File: src/rtl/zipdma_chansched.sv
// Round-robin channel scheduler for the single DMA engine: grants one posted
// descriptor at a time, drives the engine handshake and reports done/err per channel.
module zipdma_chansched #(
    parameter int NCHAN         = 4,
    parameter int ADDRESS_WIDTH = 30,
    parameter int LGDMALENGTH   = 30
) (
    input  logic                           i_clk,
    input  logic                           i_reset_n,
    input  logic [NCHAN-1:0]               i_ch_req,
    input  logic [NCHAN*ADDRESS_WIDTH-1:0] i_ch_src,
    input  logic [NCHAN*ADDRESS_WIDTH-1:0] i_ch_dst,
    input  logic [NCHAN*LGDMALENGTH-1:0]   i_ch_len,
    output logic [NCHAN-1:0]               o_ch_ack,
    output logic [NCHAN-1:0]               o_ch_done,
    output logic [NCHAN-1:0]               o_ch_err,
    input  logic                           i_abort,
    output logic                           o_dma_request,
    output logic                           o_dma_abort,
    input  logic                           i_dma_busy,
    input  logic                           i_dma_err,
    output logic [ADDRESS_WIDTH-1:0]       o_src_addr,
    output logic [ADDRESS_WIDTH-1:0]       o_dst_addr,
    output logic [LGDMALENGTH-1:0]         o_length,
    output logic [$clog2(NCHAN)-1:0]       o_active_chan,
    output logic                           o_busy
);

    localparam int CW = $clog2(NCHAN);

    typedef enum logic [1:0] {S_IDLE, S_ISSUE, S_RUN, S_ABORT} state_t;

    state_t                   state, state_d;
    logic [CW-1:0]            rr_last, rr_last_d;
    logic                     err_seen, err_seen_d;
    logic [NCHAN-1:0]         req_eff;
    logic [CW-1:0]            grant, idx;
    logic                     found;
    logic [ADDRESS_WIDTH-1:0] g_src, g_dst, src_d, dst_d;
    logic [LGDMALENGTH-1:0]   g_len, len_d;
    logic [CW-1:0]            chan_d;
    logic                     req_d, abort_d;
    logic [NCHAN-1:0]         ack_d, done_d, err_d;

    // A zero-length grant returns to IDLE while the client still holds its
    // request during the ack cycle; masking by o_ch_ack avoids a double grant.
    always_comb begin
        req_eff = i_ch_req & ~o_ch_ack;
        grant   = '0;
        found   = 1'b0;
        idx     = rr_last;
        for (int unsigned i = 0; i < NCHAN; i++) begin
            idx = (idx == CW'(NCHAN - 1)) ? '0 : idx + 1'b1;
            if (!found && req_eff[idx]) begin
                found = 1'b1;
                grant = idx;
            end
        end
        g_src = i_ch_src[32'(grant) * ADDRESS_WIDTH +: ADDRESS_WIDTH];
        g_dst = i_ch_dst[32'(grant) * ADDRESS_WIDTH +: ADDRESS_WIDTH];
        g_len = i_ch_len[32'(grant) * LGDMALENGTH +: LGDMALENGTH];
    end

    always_comb begin
        state_d    = state;
        rr_last_d  = rr_last;
        err_seen_d = err_seen;
        chan_d     = o_active_chan;
        src_d      = o_src_addr;
        dst_d      = o_dst_addr;
        len_d      = o_length;
        req_d      = 1'b0;
        abort_d    = 1'b0;
        ack_d      = '0;
        done_d     = '0;
        err_d      = '0;
        case (state)
            S_IDLE: begin
                if (found) begin
                    src_d        = g_src;
                    dst_d        = g_dst;
                    len_d        = g_len;
                    chan_d       = grant;
                    rr_last_d    = grant;
                    ack_d[grant] = 1'b1;
                    if (g_len == '0) begin
                        done_d[grant] = 1'b1;
                    end else begin
                        state_d = S_ISSUE;
                        req_d   = 1'b1;
                    end
                end
            end
            S_ISSUE: begin
                if (i_abort) begin
                    state_d = S_ABORT;
                    abort_d = 1'b1;
                end else if (i_dma_busy) begin
                    state_d = S_RUN;
                end else begin
                    req_d = 1'b1;
                end
            end
            S_RUN: begin
                if (!i_dma_busy) begin
                    if (err_seen || i_dma_err)
                        err_d[o_active_chan] = 1'b1;
                    else
                        done_d[o_active_chan] = 1'b1;
                    err_seen_d = 1'b0;
                    state_d    = S_IDLE;
                end else if (i_abort) begin
                    err_seen_d = 1'b0;
                    abort_d    = 1'b1;
                    state_d    = S_ABORT;
                end else if (i_dma_err) begin
                    err_seen_d = 1'b1;
                end
            end
            S_ABORT: begin
                if (!i_dma_busy) begin
                    err_d[o_active_chan] = 1'b1;
                    state_d              = S_IDLE;
                end
            end
            default: state_d = S_IDLE;
        endcase
    end

    always_ff @(posedge i_clk or negedge i_reset_n) begin
        if (!i_reset_n)
            state <= S_IDLE;
        else
            state <= state_d;
    end

    always_ff @(posedge i_clk or negedge i_reset_n) begin
        if (!i_reset_n) begin
            rr_last       <= CW'(NCHAN - 1);
            err_seen      <= 1'b0;
            o_active_chan <= '0;
            o_src_addr    <= '0;
            o_dst_addr    <= '0;
            o_length      <= '0;
            o_dma_request <= 1'b0;
            o_dma_abort   <= 1'b0;
            o_ch_ack      <= '0;
            o_ch_done     <= '0;
            o_ch_err      <= '0;
        end else begin
            rr_last       <= rr_last_d;
            err_seen      <= err_seen_d;
            o_active_chan <= chan_d;
            o_src_addr    <= src_d;
            o_dst_addr    <= dst_d;
            o_length      <= len_d;
            o_dma_request <= req_d;
            o_dma_abort   <= abort_d;
            o_ch_ack      <= ack_d;
            o_ch_done     <= done_d;
            o_ch_err      <= err_d;
        end
    end

    assign o_busy = (state != S_IDLE);

endmodule

File: config.mk
export PLATFORM = sky130hd
export DESIGN_NAME = zipdma_chansched
export DESIGN_NICKNAME = d
export VERILOG_FILES = /design/src/rtl/zipdma_chansched.sv
export SDC_FILE = /design/constraint.sdc
export NUM_CORES = 1
export LEC_CHECK = 0
export BUFFER_PORTS_ARGS = -buffer_cell sky130_fd_sc_hd__buf_2
export CORE_AREA = 2 2 183 185
export CTS_BUF_LIST = sky130_fd_sc_hd__clkbuf_4
export CTS_CLUSTER_DIAMETER = 200
export DETAILED_ROUTE_END_ITERATION = 16
export DIE_AREA = 0 0 185 187
export GPL_TIMING_DRIVEN = 0
export PLACE_DENSITY = 0.47
export SLEW_MARGIN = 10
export SYNTH_ARGS = -nofsm -noshare
export SYNTH_HDL_FRONTEND = slang
export SYNTH_SLANG_ARGS = --single-unit
File: constraint.sdc
create_clock -name i_clk -period 5.35 [get_ports i_clk]
set_input_delay 0.2675 -clock i_clk [delete_from_list [all_inputs] [get_ports i_clk]]
set_output_delay 0.2675 -clock i_clk [all_outputs]
set_load 0.005 [all_outputs]
# Yosys cells after proc, flatten, opt, wreduce, memory -nomap -nowiden
# Cells that the tools add are included.
dict set report word_totals {
  output_inout_bits 107
  in_bits 369
  ff_bits 111
  word_cells 112
}
dict set report op_classes {
  n_eq_ne 13
  addsub 4
  n_mul 1
  n_mux 54
  n_reduce_logical 15
  shifts 3
  n_bitwise 2
  n_lt_le_gt_ge 8
}
# operator count
set op_table {}
lappend op_table {{indexed part select 120 x 8 -> 30 bit} 3}
lappend op_table {{two-way mux 4 bit} 9}
lappend op_table {{logical NOT 30 bit} 1}
lappend op_table {{two-way mux 2 bit} 15}
lappend op_table {{two-way mux 1 bit} 19}
lappend op_table {{less-than comparator 2 x 3 -> 1 bit, second input constant} 6}
lappend op_table {{one-hot mux 4 bit (2 select lines)} 2}
lappend op_table {{equality test 2 bit, second input constant} 6}
lappend op_table {{adder 2 x 1 -> 2 bit, second input constant} 4}
lappend op_table {{binary-select mux 1 bit (select 2 bit)} 4}
lappend op_table {{one-hot mux 2 bit (4 select lines)} 1}
lappend op_table {{multiplier 2 x 4 -> 6 bit, second input constant} 1}
lappend op_table {{inequality test 2 bit, second input constant} 3}
lappend op_table {{inequality test 3 bit, second input constant} 2}
lappend op_table {{logical AND 1 bit} 5}
lappend op_table {{AND reduction 5 bit} 1}
lappend op_table {{AND 4 bit} 1}
lappend op_table {{demux 1 bit (select 2 bit)} 2}
lappend op_table {{greater-or-equal comparator 2 x 1 -> 1 bit, second input constant} 2}
lappend op_table {{inverter 4 bit} 1}
lappend op_table {{one-hot mux 1 bit (2 select lines)} 2}
lappend op_table {{AND reduction 2 bit} 2}
lappend op_table {{logical NOT 1 bit} 3}
lappend op_table {{inequality test 3 x 2 -> 1 bit, second input constant} 1}
lappend op_table {{4 further kinds} 4}

# Depth between registers and ports, before layout
# Gate-level depths: netlist of run 1.
dict set report logic_depth {
  word_depth 21
  mapped_depth 13
}

# Worst setup path before layout of run 1
# Ideal clock, no wire load.
dict set report synth_path {
  path_type {flip-flop to flip-flop}
  startpoint {register rr_last[0]}
  endpoint {register state[0]}
  path_buffers 2
  arrival_ps 2911
  required_ps 5219
  path_stages_with_launch 13
  setup_time_ps 131
  setup_slack_ps 2308
  synth_period_minus_slack_ps 3042
  path_cell_list {dfstp_2 -> ha_1 -> buf_2 -> o2111a_1 -> or3_1 -> buf_6 -> a222oi_1 -> a21boi_0 -> nand4_1 -> nor4_2 -> a21boi_1 -> o21ai_1 -> a22oi_1}
}
dict set report synth_via {
  elab_chain_cells 19
  elab_cells_between_ends 40
  classes_between {add/sub (4); mul (1); eq/ne (6); shift (1); mux (20); reduce/logical (8)}
}
# item line
set synth_rtl {}
lappend synth_rtl {{start: declaration} 34} ;# logic [CW-1:0] rr_last, rr_last_d;
lappend synth_rtl {{start signal: assignment} 139} ;# rr_last <= CW'(NCHAN - 1);
lappend synth_rtl {{start signal: assignment} 151} ;# rr_last <= rr_last_d;
lappend synth_rtl {{adder 2 x 1 -> 2 bit / equality test 2 bit (equally long branches)} 53} ;# idx = (idx == CW'(NCHAN - 1)) ? '0 : idx + 1'b1;
lappend synth_rtl {{two-way mux 2 bit (*)} 53}
lappend synth_rtl {{branches (longest 16 deep; another with multiplier 2 x 4 -> 6 bit)} --}
lappend synth_rtl {{AND reduction 5 bit (no source line) (*)} --}
lappend synth_rtl {{end signal: assignment} 134} ;# state <= state_d;
lappend synth_rtl {{end: declaration} 33} ;# state_t state, state_d;
# Mark *: on every way between the ends. The select of a mux whose other input is x is not followed.
# A chain may end at the register's enable or synchronous reset.

# Worst setup path in the final report of run 1
dict set report layout_path {
  startpoint {register rr_last[0]}
  endpoint {register o_dst_addr[29]}
}
dict set report layout_via {
  elab_chain_cells 16
  elab_cells_between_ends 37
  classes_between {add/sub (4); mul (1); eq/ne (4); shift (1); mux (20); reduce/logical (7)}
}
# item line
set layout_rtl {}
lappend layout_rtl {{adder 2 x 1 -> 2 bit / equality test 2 bit (equally long branches)} 53}
lappend layout_rtl {{two-way mux 2 bit (*)} 53}
lappend layout_rtl {{branches (longest 14 deep; another with multiplier 2 x 4 -> 6 bit)} --}
lappend layout_rtl {{end signal: assignment} 155} ;# o_dst_addr <= dst_d;
lappend layout_rtl {{end: declaration} 23} ;# output logic [ADDRESS_WIDTH-1:0] o_dst_addr,
# Marked as above.

==> flow_summary_export.csv, run 1 <==
group,metric,value,unit
logic_synthesis,synth_ff_type,"dfrtp_1",
clock_tree,cts_buffers,9,
sta,final_hold_viol_count,0,
critical_path,cp_common_cell,"buf_2",
pwr,ir_worst_vdd,0.218,mV
global_route,grt_max_degree,59,
logic_synthesis,ys_ff_latch,111,
critical_path,worst-endpoint-arrival,4.62,ns
logic_synthesis,syn_nets,1037,
critical_path,start_kind,"flip-flop",
logic_synthesis,synth_cell_types,54,
logic_synthesis,syn_area,0.00660,mm²
logic_synthesis,synth_edf_count,0,
detailed_routing,wire_per_inst,20.5,µm
detailed_routing,wl,33.0,mm
cells_and_area,final_util,29.6,%
clock_tree,cts-root-buf,"clkbuf_4",
hold_path,hold_class,"input port to flip-flop",
global_route,grtUsageTotal,18.4,%
clock_tree,cts_max_level,3,
logic_synthesis,synth_top_cell_by_area,"dfrtp_1",
floorplanning,die_area,0.0346,mm²
detailed_routing,drt_iter0_drc,574,
floorplanning,core_region_area,0.0329,mm²
critical_path,max_stage_delay,0.67,ns
sta,min_period,4.27,ns
logic_synthesis,synth_area_leaders,"dfrtp_1 41%, mux2_2 13%, a222oi_1 11%",
sta,finClkSkew,0.0324,ns
global_route,grt-ovfl-total,0,
sta,finalSetupViolations,0,
cells_and_area,fillers,3642,
logic_synthesis,synth_seq_area_share,42.1,%
clock_tree,cts_tree,"built",
detailed_routing,dr.pass1.iters,7,
cells_and_area,most-common-layout-cells,"487 x buf_2, 109 x dfrtp_1, 100 x nand2_1",
cells_and_area,multi_input_area,0.00353,mm²
global_route,grt_pass1_wl,47.5,mm
clock_tree,clk_pin_slew,0.20,ns
critical_path,worstSetupEndpointType,"flip-flop",
place,portBuffers,474,
critical_path,path_class,"flip-flop to flip-flop",
clock_tree,clockBufferDepth,2,
cells_and_area,fin_nets,1527,
clock_tree,cts_setup_buffers,0,
global_route,antenna_found_initial,2,
critical_path,path_cells,"ha_1, buf_2, a221o_1, a22oi_2, buf_2, clkbuf_1, buf_2, mux2_2, a222oi_1, o21ai_0",
floorplanning,initial_core_util,20.1,%
floorplanning,num_rows,67,
sta,finalSetupTns,0,ns
logic_synthesis,yosys_warnings,0,
detailed_routing,vias_per_cell,4.68,
job,maxCapViolations,0,
clock_tree,clk_latency,0.49,ns
status,status,"completed",
critical_path,cp_slowest_cell,"clkbuf_1",
logic_synthesis,avgSynthCellArea,9.95,µm²
sta,post-route-period-util,79.7,%
critical_path,critPathRequiredTime,5.71,ns
place,dp_hpwl,26.7,mm
floorplanning,ios,476,
sta,rsz0062_at_grt,"false",
sta,maxSlewHeadroom,29.9,%
cells_and_area,final_common_cell,"buf_2",
pwr,p_leak,4.86,nW
place,gp_congestion,0.801,
global_route,first_global_vias,7701,
logic_synthesis,synthArstFlopShare,100,%
pwr,power_per_cell_area,601,mW/mm²
cells_and_area,areaGrowthSynthToFinish,47.4,%
floorplanning,die_w,185,µm
detailed_routing,num_vias,7528,
sta,fmaxAchievable,234,MHz
floorplanning,die_height,187,µm
critical_path,critPathMaxFanout,10,
logic_synthesis,synth_top_cell_area_share,41.3,%
detailed_routing,drc,0,
sta,worst_pin_slew,1.05,ns
sta,slew_viol_final,0,
cells_and_area,seq_area,0.00278,mm²
detailed_routing,ant_nets,0,
logic_synthesis,syn_inst,663,
clock_tree,cts_sinks,111,
cells_and_area,drive_above_1_share,51.1,%
[timing repair]
| item | CTS | global route |
|---|---|---|
| hold buffers | 4 | 0 |
| endpoints found under the hold margin | 54 | 0 |
| endpoints found under the setup margin | 0 | 0 |
| gates resized for setup | 0 | 0 |
[logic make-up (layout without fill, tap and decap cells)]
group                      Yosys count  count (layout)  share of synthesized area (%)
DFF                                111             111                           42.1
other                                0               2                              0
muxes                              110             110                           18.2
and+or+nand+nor                    152             152                           10.7
buffers and inverters               67             562                           4.42
AOI/OAI and AO/OA                  218             218                           23.6
adders and majority gates            5               5                          0.948
[cell usage after synthesis (4+ instances only)]
cell and n:
dfrtp_1 109, nor2_1 7, a21oi_1 14, inv_1 5, buf_2 14, clkbuf_1 42, a21boi_0 4, nand2b_1 5
a222oi_1 70, a21o_1 7, nand2_1 100, nor3_1 6, nand4_1 8, mux2_2 78, o21ai_0 93, ha_1 5
mux2i_1 32
[metal layers]
metal  global-route usage, %  part of all wire [%]  vias up
li1                        -                     -     3535
met1                    22.6                    41     3616
met2                    33.5                    51      358
met3                    3.15                   6.8       19
met4                    3.66                   1.5        0
met5                       0                     0        -
[registers in the layout, summed over array words and instances, names as in the netlist]
signal and flops:
err_seen 1, o_active_chan 2, o_ch_ack 4, o_ch_done 4, o_ch_err 4, o_dma_abort 1
o_dma_request 1, o_dst_addr 30, o_length 30, o_src_addr 30, rr_last 2, state 2
[worst max-delay path: cells and delay by family, from the launching register on]
family	cells	cell delay, ns
buf+inv	4	1.64
fa+ha+maj	1	0.29
flops	1	0.61
mux	1	0.38
compound gates	4	1.23
[cell type report]
cell class	count	share of cell area, %
Inverter	5	0.193
Multi-Input combinational cell	485	36.3
Tap cell	448	5.76
Timing Repair Buffer	479	25.2
Sequential cell	111	28.6
Clock inverter	7	0.502
Buffer	62	2.80
Clock buffer	9	0.695
Antenna cell	2	0.0515
[metrics by stage]
step                      std cells  cell area, µm²  hold slack (ns)  setup slack [ns]  power (mW)
after floorplan                 663            6600          -0.0281              2.31        3.81
after global placement         1585            9530            0.458             0.940        5.49
after detailed placement       1586            9560            0.273             0.882        5.53
after CTS                      1606            9720          0.00823             0.875        5.97
after global routing           1608            9730           0.0359             0.742        6.36
final                          1608            9730           0.0755              1.08        5.84
[power breakdown]
group | total, mW | switching [mW] | internal [mW]
clock | 0.414 | 0.316 | 0.0975
sequential | 1.42 | 0.196 | 1.22
combinational | 4.01 | 2.39 | 1.62
[worst paths after layout]
kind | start | slack [ns] | cells after the start | to
max in group asynchronous | i_reset_n | 4.35 | 3 | o_src_addr[13]
worst min register to register | o_src_addr[1] | 0.49 | 2 | o_src_addr[1]
worst min-delay path | i_ch_dst[105] | 0.08 | 3 | o_dst_addr[15]
worst max-delay path | rr_last[0] | 1.08 | 10 | o_dst_addr[29]
worst max register to register | rr_last[0] | 1.08 | 10 | o_dst_addr[29]
min in group asynchronous | i_reset_n | 0.30 | 2 | o_ch_err[3]
Note: power is estimated with default switching activity, not from simulation.
==> run 2, diff against run 1 <==
- ABC_AREA: unset -> 1
- PLACE_DENSITY: 0.47 -> 0.48
- clock period: 5.35 -> 4.3 ns (I/O delays scaled with it)
==> run 2 against run 1 <==
Worst hold slack got worse by 0.015 ns. Routed wire length rose by 11%. Non-clock buffer count rose by 103. Sequential share of layout area fell by 3.6 points. Register-to-register slack got worse by 0.81 ns. First-iteration DRC count fell by 33%. Clock skew rose by 0.0021 ns. Clock-buffer cell count did not move. Via count rose by 23%. Highest routed layer is now met5.
==> flow_summary_export.csv, run 2 <==
group,metric,value,unit
status,status,"completed",
clock_tree,cts_tree,"built",
cells_and_area,most-common-layout-cells,"530 x nand2_1, 485 x buf_2, 109 x dfrtp_1",
logic_synthesis,synth_xor_area_share,0,%
clock_tree,cts_max_level,3,
global_route,antenna_found_initial,2,
global_route,grtUsageTotal,20.9,%
global_route,grt-busiest-layer,"met2",
detailed_routing,wl,36.6,mm
critical_path,path_class,"flip-flop to flip-flop",
sta,fmaxAchievable,248,MHz
logic_synthesis,synth_top_cell_area_share,39.0,%
sta,finClkSkew,0.0345,ns
cells_and_area,fin_nets,2013,
sta,min_period,4.02,ns
clock_tree,clockBufferDepth,2,
logic_synthesis,synth_seq_area_share,39.7,%
sta,post-route-period-util,93.6,%
global_route,grt-ovfl-total,0,
place,dp_hpwl,29.7,mm
sta,finalSetupViolations,0,
sta,maxSlewHeadroom,47.9,%
logic_synthesis,synth_area_leaders,"dfrtp_1 39%, nand2_1 28%, nand3_1 5.3%",
cells_and_area,final_util,33.9,%
clock_tree,clk_pin_slew,0.20,ns
global_route,gr-usage-met2,39.0,%
cells_and_area,final_common_cell,"nand2_1",
cells_and_area,seq_area,0.00278,mm²
place,portBuffers,474,
sta,final_hold_viol_count,0,
sta,worst_pin_slew,0.781,ns
detailed_routing,wire_per_inst,17.5,µm
global_route,grt_pass1_wl,54.4,mm
logic_synthesis,synthMuxAreaShare,0,%
floorplanning,core_region_area,0.0329,mm²
critical_path,rr_startpoint,"rr_last[0]",
critical_path,reg2reg_depth,15,
global_route,use_met1,24.5,%
clock_tree,cts_setup_buffers,0,
critical_path,rrSetupSlack,0.28,ns
logic_synthesis,synth.most_common_cell,"nand2_1",
cells_and_area,reg.largest.list,"o_dst_addr x30, o_length x30, o_src_addr x30",
floorplanning,initial_core_util,21.3,%
logic_synthesis,synth-compound-area-share,8.44,%
logic_synthesis,syn_inst,1049,
global_route,grt_max_degree,58,
job,maxCapViolations,0,
floorplanning,die_height,187,µm
logic_synthesis,synth_cell_types,30,
floorplanning,die_area,0.0346,mm²
global_route,first_global_vias,9319,
detailed_routing,drt_iter0_drc,386,
critical_path,worstSetupEndpointType,"flip-flop",
logic_synthesis,synthAdderAreaFrac,0.894,%
floorplanning,num_rows,67,
logic_synthesis,syn_nets,1423,
cells_and_area,multi_input_area,0.00381,mm²
detailed_routing,num_vias,9279,
logic_synthesis,avgSynthCellArea,6.67,µm²
critical_path,rr_endpoint,"o_dst_addr[21]",
clock_tree,cts_sinks,111,
cells_and_area,fillers,3741,
clock_tree,clk_latency,0.48,ns
critical_path,critPathRequiredTime,4.72,ns
sta,slew_viol_final,0,
place,gp_congestion,0.873,
detailed_routing,ant_nets,0,
logic_synthesis,synth_top_family_by_area,"simple AND/OR/NAND/NOR gates",
critical_path,crit_path_start,"rr_last[0]",
logic_synthesis,ys_ff_latch,111,
floorplanning,ios,476,
clock_tree,cts_buffers,9,
logic_synthesis,synth_edf_count,0,
cells_and_area,drive_above_1_share,33.0,%
critical_path,endpoint,"o_dst_addr[21]",
cells_and_area,areaGrowthSynthToFinish,59.1,%
logic_synthesis,yosys_warnings,0,
critical_path,worst-endpoint-arrival,4.45,ns
detailed_routing,vias_per_cell,4.44,
sta,rsz0062_at_grt,"false",
logic_synthesis,syn_area,0.00700,mm²
clock_tree,cts-root-buf,"clkbuf_4",
global_route,grt.met3_usage,3.62,%
logic_synthesis,synth_top_cell_by_area,"dfrtp_1",
hold_path,hold_class,"input port to flip-flop",
critical_path,start_kind,"flip-flop",
detailed_routing,drc,0,
floorplanning,die_w,185,µm
critical_path,critPathMaxFanout,19,
detailed_routing,dr.pass1.iters,5,
logic_synthesis,synthArstFlopShare,100,%
logic_synthesis,synth_ff_type,"dfrtp_1",
sta,layout_setup_ws,0.275,ns
logic_synthesis,synth_common_cells,"530 x nand2_1, 109 x dfrtp_1, 74 x nand3_1, 70 x nor2_1, 49 x nand4_1",
logic_synthesis,synth-simple-area-share,45.1,%
sta,finalSetupTns,0,ns
place,pre_cts_ws,0.489,ns
## run 2: layer usage
metal | share of wire (%) | vias to the layer above
met1 | 40 | 4281
met4 | 1.9 | 2
li1 | - | 4597
met2 | 52 | 363
met5 | 0.044 | -
met3 | 5.9 | 36
## run 2: through the flow
stage / instances / hold slack [ns] / instance area [µm²]
after floorplan: 1049 / -0.0806 / 7000
after global placement: 1971 / 0.459 / 9930
after detailed placement: 1973 / 0.216 / 9980
after CTS: 2092 / 0.000540 / 11100
after global routing: 2092 / 0.00556 / 11100
final: 2092 / 0.0606 / 11100
## run 2: cell families after synthesis
kind of cell,count (synthesis)
buffers and inverters,89
DFF,111
and+or+nand+nor,750
AOI/OAI and AO/OA,94
adders and majority gates,5
## run 2: layout make-up
cell class | instances | area share, %
Inverter | 24 | 0.809
Buffer | 64 | 2.81
Tap cell | 448 | 5.03
Multi-Input combinational cell | 849 | 34.3
Timing Repair Buffer | 580 | 31.1
Clock inverter | 6 | 0.405
Sequential cell | 111 | 25.0
Clock buffer | 9 | 0.607
Antenna cell | 1 | 0.0225
## run 2: worst max-delay path, stage by stage, from the launching register on
cell and delay (ns):
dfstp_2 0.62, ha_1 0.34, inv_2 0.15, nand2_1 0.06, nand2_1 0.10, nand2_1 0.10, nand2_1 0.14, nand4_4 0.12
nand3_1 0.11, nand2_2 0.15, nor2_4 0.33, buf_6 0.30, clkbuf_1 0.50, a22oi_1 0.19, dlygate4sd3_1 0.60, a31oi_1 0.16
## run 2: repair_timing
item,in CTS,in global routing
endpoints found under the setup margin,0,4
hold endpoints to repair,109,0
hold buffers,104,0
resized for setup,0,3
## run 2: worst min-delay path by stage
stage | startpoint | to | slack (ns) | cells past startpoint
after floorplan | i_reset_n | err_seen | -0.08 | 0
after CTS | i_ch_src[5] | o_src_addr[5] | 0.0005 | 5
after global placement | o_src_addr[25] | o_src_addr[25] | 0.46 | 2
after detailed placement | i_reset_n | o_ch_done[2] | 0.22 | 1
final | i_ch_src[101] | o_src_addr[11] | 0.06 | 5
after global routing | i_ch_dst[77] | o_dst_addr[17] | 0.006 | 3
Power of run 2 is not shown: default switching activity piles up to over one toggle a cycle in this logic, so the estimate is an artifact.
